<file path="config.mk">
export PLATFORM = sky130hd
export DESIGN_NAME = decoder_scan_driver
export DESIGN_NICKNAME = d
export VERILOG_FILES = /design/src/rtl/decoder_scan_driver_pkg.sv /design/src/rtl/decoder_scan_driver_next_ch_pick.sv /design/src/rtl/decoder_scan_driver.sv
export SDC_FILE = /design/constraint.sdc
export NUM_CORES = 1
export LEC_CHECK = 0
export ABC_AREA = 1
export CORE_MARGIN = 3
export CORE_UTILIZATION = 36
export CTS_BUF_LIST = sky130_fd_sc_hd__clkbuf_8
export CTS_CLUSTER_DIAMETER = 120
export CTS_CLUSTER_SIZE = 40
export DETAILED_ROUTE_END_ITERATION = 12
export SYNTH_ARGS = -nofsm -noshare
export SYNTH_HDL_FRONTEND = slang
export SYNTH_SLANG_ARGS = --single-unit
</file>
<file path="constraint.sdc">
create_clock -name CLK -period 2.1 [get_ports CLK]
set_input_delay 0.21 -clock CLK [delete_from_list [all_inputs] [get_ports CLK]]
set_output_delay 0.21 -clock CLK [all_outputs]
set_load 0.1 [all_outputs]
</file>
<file path="src/rtl/decoder_scan_driver_pkg.sv">
// Shared definitions for the decoder scan driver: FSM state codes and
// decoder channel (A1A0) codes.
package decoder_scan_driver_pkg;

    // FSM state encodings (kept numerically identical to the legacy header)
    localparam logic [1:0] ST_IDLE   = 2'd0;
    localparam logic [1:0] ST_BLANK  = 2'd1;
    localparam logic [1:0] ST_ACTIVE = 2'd2;

    // Channel codes presented on A1A0
    localparam logic [1:0] CH0 = 2'd0;
    localparam logic [1:0] CH1 = 2'd1;
    localparam logic [1:0] CH2 = 2'd2;
    localparam logic [1:0] CH3 = 2'd3;

endpackage

</file>
<file path="src/rtl/decoder_scan_driver_next_ch_pick.sv">
// Combinational channel selector: lowest set mask bit on a fresh start,
// otherwise the next set bit after the current channel, cyclic.
module next_ch_pick
    import decoder_scan_driver_pkg::*;
(
    input  logic [3:0] mask,
    input  logic [1:0] cur,
    input  logic       first,
    output logic [1:0] nxt,
    output logic       wrapped,
    output logic       none
);

    logic       found;
    logic [1:0] idx;

    // Priority search; on a cyclic search the current channel is tried last,
    // so a single-channel mask re-selects itself and reports a wrap.
    always_comb begin
        nxt     = cur;
        found   = 1'b0;
        idx     = CH0;
        none    = (mask == '0);
        if (first) begin
            for (int unsigned i = 0; i < 4; i++) begin
                idx = i[1:0];
                if (!found && mask[idx]) begin
                    nxt   = idx;
                    found = 1'b1;
                end
            end
        end else begin
            for (int unsigned i = 1; i <= 4; i++) begin
                idx = cur + i[1:0];
                if (!found && mask[idx]) begin
                    nxt   = idx;
                    found = 1'b1;
                end
            end
        end
        wrapped = !first && found && (nxt <= cur);
    end

endmodule

</file>
<file path="src/rtl/decoder_scan_driver.sv">
// Round-robin scan driver for a 2-to-4 enable decoder. Each enabled channel
// gets an EN-low blanking gap followed by an EN-high dwell; the select code
// only changes while EN is low (unless BLANK is zero).
module decoder_scan_driver
    import decoder_scan_driver_pkg::*;
#(
    parameter int unsigned DWELL = 4,
    parameter int unsigned BLANK = 1,
    parameter int unsigned CNT_W = 8
)
(
    input  logic       CLK,
    input  logic       RST,
    input  logic       RUN,
    input  logic [3:0] MASK,
    output logic       A0,
    output logic       A1,
    output logic       EN,
    output logic       WRAP
);

    localparam logic [CNT_W-1:0] DWELL_LAST = CNT_W'(DWELL - 1);
    localparam logic [CNT_W-1:0] BLANK_LAST = CNT_W'((BLANK > 0) ? BLANK - 1 : 0);

    logic [1:0]       state_q, state_d;
    logic [CNT_W-1:0] cnt_q,   cnt_d;
    logic [1:0]       ch_q,    ch_d;
    logic             en_q,    en_d;
    logic             wrap_q,  wrap_d;

    logic [1:0]       pick_nxt;
    logic             pick_wrapped;
    logic             pick_none;

    next_ch_pick u_pick (
        .mask    (MASK),
        .cur     (ch_q),
        .first   (state_q == ST_IDLE),
        .nxt     (pick_nxt),
        .wrapped (pick_wrapped),
        .none    (pick_none)
    );

    // Next-state logic for FSM, dwell/blank counter and output registers
    always_comb begin
        state_d = state_q;
        cnt_d   = cnt_q;
        ch_d    = ch_q;
        en_d    = en_q;
        wrap_d  = 1'b0;
        if (!RUN) begin
            state_d = ST_IDLE;
            cnt_d   = '0;
            en_d    = 1'b0;
        end else begin
            case (state_q)
                ST_IDLE: begin
                    en_d = 1'b0;
                    if (!pick_none) begin
                        ch_d  = pick_nxt;
                        cnt_d = '0;
                        if (BLANK == 0) begin
                            state_d = ST_ACTIVE;
                            en_d    = 1'b1;
                        end else begin
                            state_d = ST_BLANK;
                        end
                    end
                end
                ST_BLANK: begin
                    en_d = 1'b0;
                    if (cnt_q == BLANK_LAST) begin
                        state_d = ST_ACTIVE;
                        en_d    = 1'b1;
                        cnt_d   = '0;
                    end else begin
                        cnt_d = cnt_q + CNT_W'(1);
                    end
                end
                ST_ACTIVE: begin
                    en_d = 1'b1;
                    if (cnt_q == DWELL_LAST) begin
                        cnt_d = '0;
                        if (pick_none) begin
                            state_d = ST_IDLE;
                            en_d    = 1'b0;
                        end else begin
                            ch_d   = pick_nxt;
                            wrap_d = pick_wrapped;
                            if (BLANK != 0) begin
                                state_d = ST_BLANK;
                                en_d    = 1'b0;
                            end
                        end
                    end else begin
                        cnt_d = cnt_q + CNT_W'(1);
                    end
                end
                default: begin
                    state_d = ST_IDLE;
                    cnt_d   = '0;
                    en_d    = 1'b0;
                end
            endcase
        end
    end

    // State and output registers with synchronous reset
    always_ff @(posedge CLK) begin
        if (RST) begin
            state_q <= ST_IDLE;
            cnt_q   <= '0;
            ch_q    <= CH0;
            en_q    <= 1'b0;
            wrap_q  <= 1'b0;
        end else begin
            state_q <= state_d;
            cnt_q   <= cnt_d;
            ch_q    <= ch_d;
            en_q    <= en_d;
            wrap_q  <= wrap_d;
        end
    end

    assign A0   = ch_q[0];
    assign A1   = ch_q[1];
    assign EN   = en_q;
    assign WRAP = wrap_q;

endmodule
</file>
==> summary.txt <==
Outcome: completed
Antenna Cells: 0
Worst r2r path cells: 11
Peak supply drop: 0.3939 mV
H-Tree Depth: 1
Total track usage: 14.15%
Clk sinks: 14
CTS Root Cell: clkbuf_8
RSZ-0062 raised after global routing: no
Final HPWL from detailed placement: 1.781 mm
Iter 0 DRT Violations: 32
Largest net degree at the start of global routing: 12
Cell Pwr Density: 570.0 nW/um^2
Port Buffers: 10
Final setup TNS: 0 ns
CTS tree: built
Worst-Skew Late Latency: 0.24 ns
Syn Nets: 174
Grt ovf: 0
RD Place Congestion: 0.7858
Drt pass-1 iters: 4
Critical Path Start Type: flop
Netlist cell types: 29
# fillers: 292
Final Max Tran Viols: 0
DR vias: 1007
Final Hold Viols: 0
MaxCap Viol Count: 0
Synth Instances: 159
Fin nets: 189
Vert. Die Dim: 61.18 um
FF-to-FF End: WRAP
Slew headroom: 74.44%
Row count: 19
Worst reg2reg startpoint: state_q[0]
Residual DRC count: 0
Mapped cell area: 1096 um^2
Global-route wire length before repair: 4.029 mm
Yosys top cell area share: 25.57%
Cells after DPL: 200
Avg Vias per Cell: 4.961
Worst Skew: 0.002077 ns
Area leader, netlist: dfxtp_1
Final min period: 1.848 ns
Reg2reg setup slack: 0.25 ns
Initial antenna violation count: 0
Initial Util: 38.74%
Final WL: 2.255 mm
Max Buffers Root-to-Sink: 2
IO Pins: 11
Synth warn: 0
Drt wl/cell: 11.11 um
Most frequent cells in the layout: nand2_1 (42), inv_1 (21)
Core Area: 2829 um^2
Hold Crit Class: flop to flop
Worst Hold Depth: 2
Remaining antenna violation count: 0
Die ar.: 3742 um^2
FF+latch count, synth: 14
Final period utilization: 88.01%
Design Power: 0.0007225 W
Most common cell after layout, fill and taps aside: nand2_1
Cts bufs inserted: 3
Vias in the first global route: 933
Avg Cell Area, Syn: 6.893 um^2
Clock transition at path regs: 0.06 ns
Critical path endpoint category: flop
Slew at the pin closest to its max-slew limit: 0.3801 ns
WP data arrival: 2.01 ns
Hold EP: cnt_q[7]
CTS Hold Bufs: 0
Final Setup Violations: 0
Layout area overhead: 15.64%
Fmax: 541.1 MHz
Die W: 61.18 um
Crit Path Class: flop to flop
Post-synthesis sequential area ratio: 25.57%
Worst-path fanout max: 5
Lkg Pwr: 0.6171 nW
Layout cell share with drive strength beyond 1: 19.77%
Req. time, crit path: 2.26 ns
Hold Startpoint: cnt_q[7]
Non-filler instance count after layout: 203
Dominant cells by area after synthesis: dfxtp_1 (26%), nand2_1 (14%), ha_1 (9.1%), inv_1 (7.2%), a21oi_1 (5.5%)
==> critical path, stage by stage, from the launching register on <==
cell	delay, ns
dfxtp_1	0.33
inv_1	0.11
ha_2	0.28
inv_1	0.08
buf_4	0.16
nor2_1	0.08
o31ai_1	0.11
nand2_1	0.09
inv_1	0.04
ha_1	0.26
nand2_1	0.05
a211oi_1	0.18
==> Yosys cell counts <==
| cell | n |
|---|---|
| nor2_4 | 3 |
| and3_1 | 1 |
| ha_1 | 8 |
| nand4_4 | 1 |
| nand3_1 | 12 |
| inv_1 | 21 |
| nand4_1 | 1 |
| dfxtp_1 | 14 |
| inv_4 | 1 |
| o31ai_1 | 1 |
| a21oi_1 | 12 |
| o21ai_0 | 4 |
| mux2i_1 | 1 |
| nand2_2 | 3 |
| nor3_1 | 1 |
| nand2_1 | 42 |
| o21bai_1 | 1 |
| nor2_1 | 12 |
| buf_6 | 1 |
| nor3_2 | 4 |
| nand2_4 | 1 |
| o21ai_1 | 3 |
| o211ai_2 | 1 |
| nand3_4 | 1 |
| inv_2 | 3 |
| a211oi_1 | 1 |
| nor2_2 | 3 |
| o21ai_4 | 1 |
| nand3_2 | 1 |
==> cell families (layout without fill, tap and decap cells) <==
group	count (synthesis)	after routing	share of synthesized area [%]
and+or+nand+nor	86	86	41.21
AOI/OAI and AO/OA	24	24	13.36
DFF	14	14	25.57
buffers and inverters	26	39	9.818
adders and majority gates	8	8	9.133
muxes	1	1	0.9133
==> what timing repair did <==
action | 4_1_cts | 5_1_grt
setup endpoints to repair | 0 | 1
buffers inserted | 0 | 0
resized for setup | 0 | 2
==> through the flow <==
stage | hold slack (ns) | utilization [%] | setup slack [ns] | cell area (um^2)
3_5_place_dp | 0.4629 | 43.26 | 0.1007 | 1224
4_1_cts | 0.4713 | 44.71 | 0.1254 | 1265
3_3_place_gp | 0.4524 | 43.26 | 0.1275 | 1224
5_1_grt | 0.4789 | 44.80 | 0.05875 | 1267
2_1_floorplan | 0.3440 | - | 0.1251 | 1099
6_report | 0.4656 | 44.80 | 0.2518 | 1267
==> metal layers <==
metal,GRT usage (%),vias up,part of all wire [%]
met1,18.28,446,48
met2,22.66,14,47
li1,-,545,-
met3,5.031,2,5.0
met5,0,-,0
met4,3.096,0,0.44
==> where the power goes <==
part / leakage [nW] / internal (W) / total, W / switching (W)
Sequential: 0.114 / 0.000274 / 0.000289 / 0.0000145
Clock: 0.0216 / 0.000127 / 0.000219 / 0.0000925
Combinational: 0.481 / 0.0000762 / 0.000214 / 0.000138
Total: 0.617 / 0.000477 / 0.000723 / 0.000245
==> worst max-delay path by stage <==
stage / startpoint / endpoint / slack (ns) / depth (start not counted)
after floorplan: ch_q[0] / WRAP / 0.13 / 15
after global placement: MASK[2] / WRAP / 0.13 / 13
after detailed placement: MASK[2] / WRAP / 0.10 / 13
after CTS: state_q[0] / WRAP / 0.13 / 11
after global routing: state_q[0] / WRAP / 0.06 / 11
final: state_q[0] / WRAP / 0.25 / 11
==> registers in the layout (all words and copies together), names as in the netlist <==
register,count
WRAP,1
state_q,2
cnt_q,8
ch_q,2
EN,1
==> layout make-up <==
class	count	area, um^2	area share (%)
flip-flops and latches	14	282.8	22.31
well taps	31	38.79	3.060
clock buffers	3	41.29	3.258
inverters	25	96.34	7.601
repair buffers	11	97.59	7.700
multi-input cells	119	710.7	56.07
Power figures use the tool's default switching activity.
